--- src/rtl/float_to_int_2nd.sv ---
// float_to_int_2nd: 3-stage pipelined binary32 -> signed int32 converter.
// Round-to-nearest-even, saturates out-of-range/Inf, flags overflow and NaN.
module float_to_int_2nd #(
    parameter int DATA_WIDTH = 32,
    parameter int EXPO_WIDTH = 8,
    parameter int MANT_WIDTH = 23,
    parameter int INT_WIDTH  = 32,
    parameter int BIAS       = 127
) (
    input  logic                  clk,
    input  logic                  rst,
    input  logic                  en,
    input  logic                  vld_in,
    input  logic [DATA_WIDTH-1:0] Oprand_A,
    output logic [INT_WIDTH-1:0]  Result,
    output logic                  vld_out,
    output logic                  ovf,
    output logic                  invalid
);
    localparam int XW     = MANT_WIDTH + 1;
    localparam int EXACT_E = BIAS + MANT_WIDTH;
    localparam int SAT_E  = BIAS + INT_WIDTH - 1;
    localparam logic [EXPO_WIDTH-1:0] E_MAX = '1;
    localparam logic [INT_WIDTH-1:0] I_MAX = {1'b0, {(INT_WIDTH-1){1'b1}}};
    localparam logic [INT_WIDTH-1:0] I_MIN = {1'b1, {(INT_WIDTH-1){1'b0}}};

    logic                  w_s;
    logic [EXPO_WIDTH-1:0] w_e;
    logic [MANT_WIDTH-1:0] w_m;
    logic                  w_zero, w_nan, w_sat, w_exact;

    logic                  r0_vld, r0_s, r0_zero, r0_nan, r0_sat, r0_exact;
    logic [EXPO_WIDTH-1:0] r0_e;
    logic [MANT_WIDTH-1:0] r0_m;

    logic [XW-1:0]         w_x;
    logic [2*XW-1:0]       w_t;
    logic [EXPO_WIDTH-1:0] w_lsh, w_rsh;
    logic                  w_big, w_tiny, w_g, w_st;
    logic [INT_WIDTH-1:0]  w_mag;

    logic                  r1_vld, r1_s, r1_zero, r1_nan, r1_sat, r1_exact, r1_g, r1_st;
    logic [INT_WIDTH-1:0]  r1_mag;

    logic [INT_WIDTH-1:0]  w_rnd, w_sgn, w_res;

    always_comb begin
        w_s     = Oprand_A[DATA_WIDTH-1];
        w_e     = Oprand_A[DATA_WIDTH-2 -: EXPO_WIDTH];
        w_m     = Oprand_A[MANT_WIDTH-1:0];
        w_zero  = w_e == '0;
        w_nan   = w_e == E_MAX && w_m != '0;
        w_sat   = w_e >= EXPO_WIDTH'(SAT_E) && !w_nan;
        w_exact = w_s && w_e == EXPO_WIDTH'(SAT_E) && w_m == '0;
    end

    // The 2*XW window keeps the dropped bits so guard/sticky fall out of one shift
    always_comb begin
        w_x    = {1'b1, r0_m};
        w_big  = r0_e >= EXPO_WIDTH'(EXACT_E);
        w_tiny = r0_e < EXPO_WIDTH'(BIAS - 1);
        w_lsh  = r0_e - EXPO_WIDTH'(EXACT_E);
        w_rsh  = EXPO_WIDTH'(EXACT_E) - r0_e;
        w_t    = {w_x, {XW{1'b0}}} >> w_rsh;
        w_mag  = w_big ? INT_WIDTH'(w_x) << w_lsh : INT_WIDTH'(w_t[2*XW-1:XW]);
        w_g    = !w_big && !w_tiny && w_t[XW-1];
        w_st   = w_tiny || (!w_big && |w_t[XW-2:0]);
    end

    always_comb begin
        w_rnd = r1_mag + INT_WIDTH'(r1_g & (r1_st | r1_mag[0]));
        w_sgn = r1_s ? -w_rnd : w_rnd;
        w_res = r1_nan ? I_MAX : r1_sat ? (r1_s ? I_MIN : I_MAX) : r1_zero ? '0 : w_sgn;
    end

    always_ff @(posedge clk or posedge rst) begin
        if (rst) begin
            {r0_vld, r0_s, r0_zero, r0_nan, r0_sat, r0_exact} <= '0;
            r0_e     <= '0;
            r0_m     <= '0;
            {r1_vld, r1_s, r1_zero, r1_nan, r1_sat, r1_exact, r1_g, r1_st} <= '0;
            r1_mag   <= '0;
            Result   <= '0;
            vld_out  <= 1'b0;
            ovf      <= 1'b0;
            invalid  <= 1'b0;
        end else if (en) begin
            {r0_vld, r0_s, r0_zero, r0_nan, r0_sat, r0_exact} <= {vld_in, w_s, w_zero, w_nan, w_sat, w_exact};
            r0_e     <= w_e;
            r0_m     <= w_m;
            {r1_vld, r1_s, r1_zero, r1_nan, r1_sat, r1_exact, r1_g, r1_st} <=
                {r0_vld, r0_s, r0_zero, r0_nan, r0_sat, r0_exact, w_g, w_st};
            r1_mag   <= w_mag;
            Result   <= w_res;
            vld_out  <= r1_vld;
            ovf      <= r1_sat && !r1_exact;
            invalid  <= r1_nan;
        end
    end
endmodule

--- config.mk ---
export PLATFORM = sky130hd
export DESIGN_NAME = float_to_int_2nd
export DESIGN_NICKNAME = d
export VERILOG_FILES = /design/src/rtl/float_to_int_2nd.sv
export SDC_FILE = /design/constraint.sdc
export NUM_CORES = 1
export LEC_CHECK = 0
export ABC_AREA = 1
export CORE_MARGIN = 4
export CORE_UTILIZATION = 60
export CTS_BUF_LIST = sky130_fd_sc_hd__clkbuf_8
export CTS_CLUSTER_SIZE = 28
export DETAILED_ROUTE_END_ITERATION = 10
export PLACE_DENSITY = 0.91
export SYNTH_ARGS = -nofsm -noshare
export SYNTH_HDL_FRONTEND = slang
export SYNTH_SLANG_ARGS = --single-unit
--- constraint.sdc ---
create_clock -name clk -period 4.4 [get_ports clk]
set_input_delay 0.44 -clock clk [delete_from_list [all_inputs] [get_ports clk]]
set_output_delay 0.44 -clock clk [all_outputs]
set_load 0.05 [all_outputs]
# Word level (Yosys, flattened, before mapping)
# Cells that the tools add are included.
[op_classes]
n_lt_le_gt_ge = 3
multipliers = 0
bitwise = 2
div_mod_pow = 0
muxes = 6
n_addsub = 4
shift = 2
n_reduce_logical = 17
n_eq_ne = 2
[op_table]
columns = ["operator", "count"]
rows = [
  ["2-to-1 mux 32 bit", 6],
  [">> shifter 48 x 8 -> 48 bit", 1],
  ["adder 32 x 1 -> 32 bit", 1],
  ["negation 32 bit", 1],
  ["left shift 24 x 8 -> 32 bit", 1],
  ["logical NOT 23 bit", 1],
  ["nonzero test 23 bit", 1],
  ["OR reduction 23 bit", 1],
  ["equality test 8 bit, second input constant", 2],
  [">= comparator 8 bit, second input constant", 2],
  ["logical AND 1 bit", 8],
  ["logical NOT 8 bit", 1],
  ["less-than comparator 8 x 7 -> 1 bit, second input constant", 1],
  ["subtractor 8 bit, first input constant", 1],
  ["subtractor 8 bit, second input constant", 1],
  ["logical NOT 1 bit", 4],
  ["bitwise AND 1 bit", 1],
  ["logical OR 1 bit", 1],
  ["bitwise OR 1 bit", 1],
]
[word_totals]
mem_bits_ro = 0
latch_bits = 0
inputBits = 36
memories = 0
ff_bits = 112
elab_cells = 57
output_inout_bits = 35
ram_bits = 0

# Depth between registers and ports, before layout
[depth]
depth_word = 8
mapped_depth = 23
depth_no_buf = 23

# Least setup slack after synthesis
# Ideal clock, no wire load.
[synth_timing]
path_kind = "reg2reg"
from = "register r1_mag[0]"
to = "register Result[22]"
stages_incl_launch_ff = 22
path_buffers = 0
required_ns = 4.267
setup_time_ns = 0.133
t_arrival_ns = 2.568
slack_ns = 1.699
synth_period_minus_slack_ns = 2.701
path_cell_list = "dfrtp_1 -> nor2_1 -> nor2_1 -> ha_1 -> ha_1 -> inv_1 -> ha_1 -> inv_1 -> nor3_4 -> nand3_2 -> nor3_4 -> nand2_2 -> nor2_4 -> nand3_2 -> inv_1 -> nand2_1 -> inv_1 -> nand3_1 -> nand2_1 -> nand2_1 -> nand3_1 -> a21oi_1"
[synth_via]
elab_chain_cells = 8
[synth_rtl]
columns = ["item", "line", "rtl"]
rows = [
  ["start, declared", "43", "logic [INT_WIDTH-1:0] r1_mag;"],
  ["start signal, assigned", "93", "r1_mag <= w_mag;"],
  ["bitwise OR 1 bit", "71", "w_rnd = r1_mag + INT_WIDTH'(r1_g & (r1_st | r1_mag[0]));"],
  ["bitwise AND 1 bit", "71", ""],
  ["adder 32 x 1 -> 32 bit (*)", "71", ""],
  ["negation 32 bit", "72", "w_sgn = r1_s ? -w_rnd : w_rnd;"],
  ["2-to-1 mux 32 bit (*)", "72", ""],
  ["2-to-1 mux 32 bit (*) (3 in series)", "73", "w_res = r1_nan ? I_MAX : r1_sat ? (r1_s ? I_MIN : I_MAX) : r1_zero ? '0 : w_sgn;"],
  ["end signal, assigned", "94", "Result <= w_res;"],
  ["end, declared", "15", "output logic [INT_WIDTH-1:0] Result,"],
]
# Mark *: on every way between the ends. The rest lies on a longest branch, timed or not.
# A chain may end at the register's enable or synchronous reset.

# Worst setup path in the final report
[layout_timing]
from = "register r0_e[2]"
to = "register r1_st"
[layout_via]
elab_chain_cells = 5
word_cells_on_any_way = 8
classes_between = "add/sub: 1; order compare: 2; shift: 1; reduce/logical: 4"
[layout_rtl]
columns = ["item", "line", "rtl"]
rows = [
  ["start, declared", "33", "logic [EXPO_WIDTH-1:0] r0_e;"],
  ["start signal, assigned", "89", "r0_e <= w_e;"],
  ["subtractor 8 bit", "63", "w_rsh = EXPO_WIDTH'(EXACT_E) - r0_e;"],
  [">> shifter 48 x 8 -> 48 bit", "64", "w_t = {w_x, {XW{1'b0}}} >> w_rsh;"],
  ["OR reduction 23 bit", "67", "w_st = w_tiny || (!w_big && |w_t[XW-2:0]);"],
  ["logical AND 1 bit", "67", ""],
  ["logical OR 1 bit (*)", "67", ""],
  ["end signal, assigned", "91", "{r1_vld, r1_s, r1_zero, r1_nan, r1_sat, r1_exact, r1_g, r1_st} <="],
  ["end, declared", "42", "logic r1_vld, r1_s, r1_zero, r1_nan, r1_sat, r1_exact, r1_g, r1_st;"],
]
# Marks and branches as above.

==> impl_metrics.py <==
metrics = {
    "status": {
        "status": "completed",
    },
    "logic_synthesis": {
        "syn_nets": 1603,
        "yosysWarningCount": 0,
        "avgSynthCellArea_um2": 6.09,
        "syn_inst": 1561,
        "ys_seq_elements": 112,
        "yosys_most_used_dff": "dfrtp_1",
        "synth_cell_types": 53,
        "postSynth.asyncResetShare_pct": 100,
        "synth-seq-area-share_pct": 29.5,
        "synth_edf_count": 0,
        "synth_area_um2": 9510,
    },
    "die": {
        "core_area_um2": 15400,
        "io_pins": 71,
        "die_w_um": 134,
        "rows": 45,
        "die_h_um": 134,
        "start_util_pct": 61.9,
        "die-area_um2": 17900,
    },
    "timing": {
        "finClkSkew_ns": 0.0204,
        "setup_tns_ns": 0,
        "hold_violations": 0,
        "timing.fmax_ghz": 0.302,
        "fin_crit_ns": 3.31,
        "layout_worst_path_cycle_share_pct": 75.3,
        "drv_slew": 0,
        "tightest_slew_ns": 1.17,
        "setup_violations": 0,
        "rsz0062_at_grt": "false",
        "slew_headroom_pct": 21.6,
    },
    "final_layout": {
        "layout-drive-gt1-share_pct": 4.61,
        "layout_commonest_cell": "nand2_1",
        "seqCellArea_um2": 2800,
        "area_growth_pct": 10.3,
        "nNetsFinal": 1619,
        "final_core_util_pct": 68.3,
        "diodes": 0,
        "final_cell_mix": "nand2_1 (514), nand3_1 (190), nor2_1 (156), o21ai_0 (124), dfrtp_1 (112)",
        "multi_input_area_um2": 5940,
        "layout.cells.non_filler": 1793,
        "final_area_um2": 10500,
        "n_fill_cell": 1439,
    },
    "setup_path": {
        "criticalPathCategory": "register to register",
        "rrSetupSlack_ns": 1.09,
        "reg2reg_from": "r0_e[2]$_DFFE_PP0P_",
        "cp.depth": 20,
        "cp-endpoint": "r1_st$_DFFE_PP0P_",
        "cp-end-kind": "register",
        "crit_arrival_ns": 3.59,
        "slowest_delay_ns": 0.51,
        "crit_path_max_fanout": 25,
        "path_common_cell": "nand2_1",
        "timing.rr.end": "r1_st$_DFFE_PP0P_",
        "cp_top_family": "simple AND/OR/NAND/NOR gates",
        "worstPathCellList": "ha_1, inv_1, nor2_1, nand2_1, nand2_1, nand3_2, nand2_2, inv_2, nand2_1, nand2_1, o21ai_0, nor2_1, o21ai_1, nand2_1, nor2_1, nand2_1, nand2_1, nand3_1, nand2_1, a21oi_1",
        "rr_worst_depth": 20,
        "cp_num_buf_inv": 2,
        "startpoint": "r0_e[2]$_DFFE_PP0P_",
        "worstPathRequired_ns": 4.68,
        "cp-start-kind": "register",
        "cp_slowest_cell": "dfrtp_1",
    },
    "clock_tree": {
        "cts.path.max_buffers": 2,
        "clock_latency_ns": 0.42,
        "cts_tree": "yes",
        "cts_setup_buffers": 0,
        "clk_pin_slew_worst_paths_ns": 0.13,
        "hold_buffers": 0,
        "h-tree-depth": 3,
        "ctsResizeCount": 0,
        "root_buffer": "clkbuf_8",
        "cts_buffers": 9,
        "clock_sinks": 112,
    },
    "placed_design": {
        "place_area_um2": 10300,
        "place.gp.congestion": 0.982,
        "dpl.cell_count": 1777,
        "dp_hpwl_um": 21800,
        "port_buffers": 70,
    },
    "global_route": {
        "grt_antenna_before_repair": 0,
        "grt_max_degree": 80,
        "grt-ovfl-total": 0,
        "track_usage_pct": 31.9,
        "grt_pass1_wl_um": 46700,
        "grt_pass1_vias": 9715,
    },
    "power": {
        "total_power_uw": 3800,
        "netSwitchingPower_uw": 1840,
        "p_sw_share_pct": 48.3,
        "comb_power_share_pct": 48.7,
        "p_clk_share_pct": 17.7,
        "leakagePower_uw": 0.00492,
        "seqPwrFrac_pct": 33.5,
        "p_int_uw": 1960,
        "ir_drop_mv": 0.173,
        "power.density_nw_per_um2": 362,
    },
    "routing": {
        "first_iter_violations": 939,
        "drcViolationCount": 0,
        "drtPass1Iterations": 6,
        "wirelength_um": 28200,
        "ant_nets": 0,
        "vias": 10435,
        "vias_per_cell": 5.82,
        "wl_per_cell_um": 15.7,
    },
    "flow_run": {
        "drv_cap": 0,
    },
    "hold_path": {
        "min_path_type": "register to register",
    },
}
==> layout make-up <==
class	instances	area share, %
clock inverter	7	0.894
inverter	120	4.32
clock buffer	9	1.18
multi-input combinational	1248	56.6
sequential	112	26.7
timing repair buffer	86	7.80
tap	211	2.52
==> metrics by stage <==
step,hold WS [ns],worst slack [ns]
2_1_floorplan,0.434,1.00
3_3_place_gp,0.443,1.20
3_5_place_dp,0.458,1.20
4_1_cts,0.476,1.16
5_1_grt,0.506,0.748
6_report,0.473,1.09
==> synth_stat cells (2+ instances only) <==
cell type / instances / area [um2]
o31ai_1: 4 / 30.0
clkinv_1: 2 / 7.51
a21oi_1: 67 / 335
o21ai_1: 10 / 50.1
nor4_1: 9 / 56.3
buf_1: 20 / 75.1
o21bai_1: 3 / 22.5
o22ai_1: 2 / 12.5
nor2_2: 6 / 37.5
a21boi_0: 8 / 60.1
o22a_1: 2 / 17.5
nand2_1: 514 / 1930
nor3_1: 15 / 75.1
ha_1: 6 / 75.1
dfrtp_1: 112 / 2800
buf_4: 2 / 15.0
nand3_2: 5 / 50.1
xor2_2: 2 / 32.5
o21ai_2: 2 / 17.5
and2_1: 2 / 12.5
o221ai_1: 3 / 26.3
nor3_4: 2 / 32.5
a31oi_1: 7 / 43.8
nor2_1: 156 / 586
xor2_1: 26 / 228
nand3b_1: 7 / 52.6
or2_2: 3 / 18.8
o21a_1: 3 / 22.5
nor3_2: 2 / 20.0
buf_2: 11 / 55.1
o21ai_0: 124 / 621
inv_1: 107 / 402
mux2i_1: 6 / 60.1
clkbuf_1: 47 / 176
o211ai_1: 11 / 82.6
xnor2_1: 7 / 61.3
nand4_1: 29 / 181
nand3_1: 190 / 951
inv_2: 11 / 41.3
nand2_2: 3 / 18.8
==> flip-flops by register name, indices dropped and copies added (netlist names), 8 cells and up <==
signal and cells:
r0_m 23, r0_e 8, r1_mag 32, Result 32
==> kinds of logic (layout without fill, tap and decap cells) <==
group | Yosys count | count (layout) | share of synthesized area (%)
DFF | 112 | 112 | 29.5
muxes | 6 | 6 | 0.632
adders and majority gates | 6 | 6 | 0.789
buffers and inverters | 201 | 222 | 8.24
xor gates and xnor gates | 35 | 35 | 3.38
AOI/OAI and AO/OA | 251 | 251 | 14.5
and+or+nand+nor | 950 | 950 | 42.9
==> per-layer routing <==
layer | up-vias | track usage, % | part of all wire, %
met5 | - | 0 | 0
met4 | 0 | 19.1 | 6.0
met3 | 108 | 2.70 | 5.3
met2 | 412 | 53.6 | 48
met1 | 4752 | 40.0 | 41
li1 | 5163 | - | -
==> power groups by stage <==
stage | sequential (uW) | combinational, uW | clock, uW
floorplan | 1490 | 1130 | 0
global placement | 1280 | 1800 | 0
detailed placement | 1290 | 1820 | 0
CTS | 1270 | 1830 | 675
global route | 1300 | 2050 | 717
finish | 1270 | 1850 | 674
==> worst min-delay path by stage <==
stage                         startpoint  depth (start not counted)                   to  slack [ns]
floorplan           r1_exact$_DFFE_PP0P_                          1      ovf$_DFFE_PP0P_        0.43
global route         vld_out$_DFFE_PP0P_                          2  vld_out$_DFFE_PP0P_        0.51
finish              r1_exact$_DFFE_PP0P_                          1      ovf$_DFFE_PP0P_        0.47
detailed placement  r1_exact$_DFFE_PP0P_                          1      ovf$_DFFE_PP0P_        0.46
CTS                 r1_exact$_DFFE_PP0P_                          1      ovf$_DFFE_PP0P_        0.48
global placement    r1_exact$_DFFE_PP0P_                          1      ovf$_DFFE_PP0P_        0.44
Power figures use the tool's default switching activity.
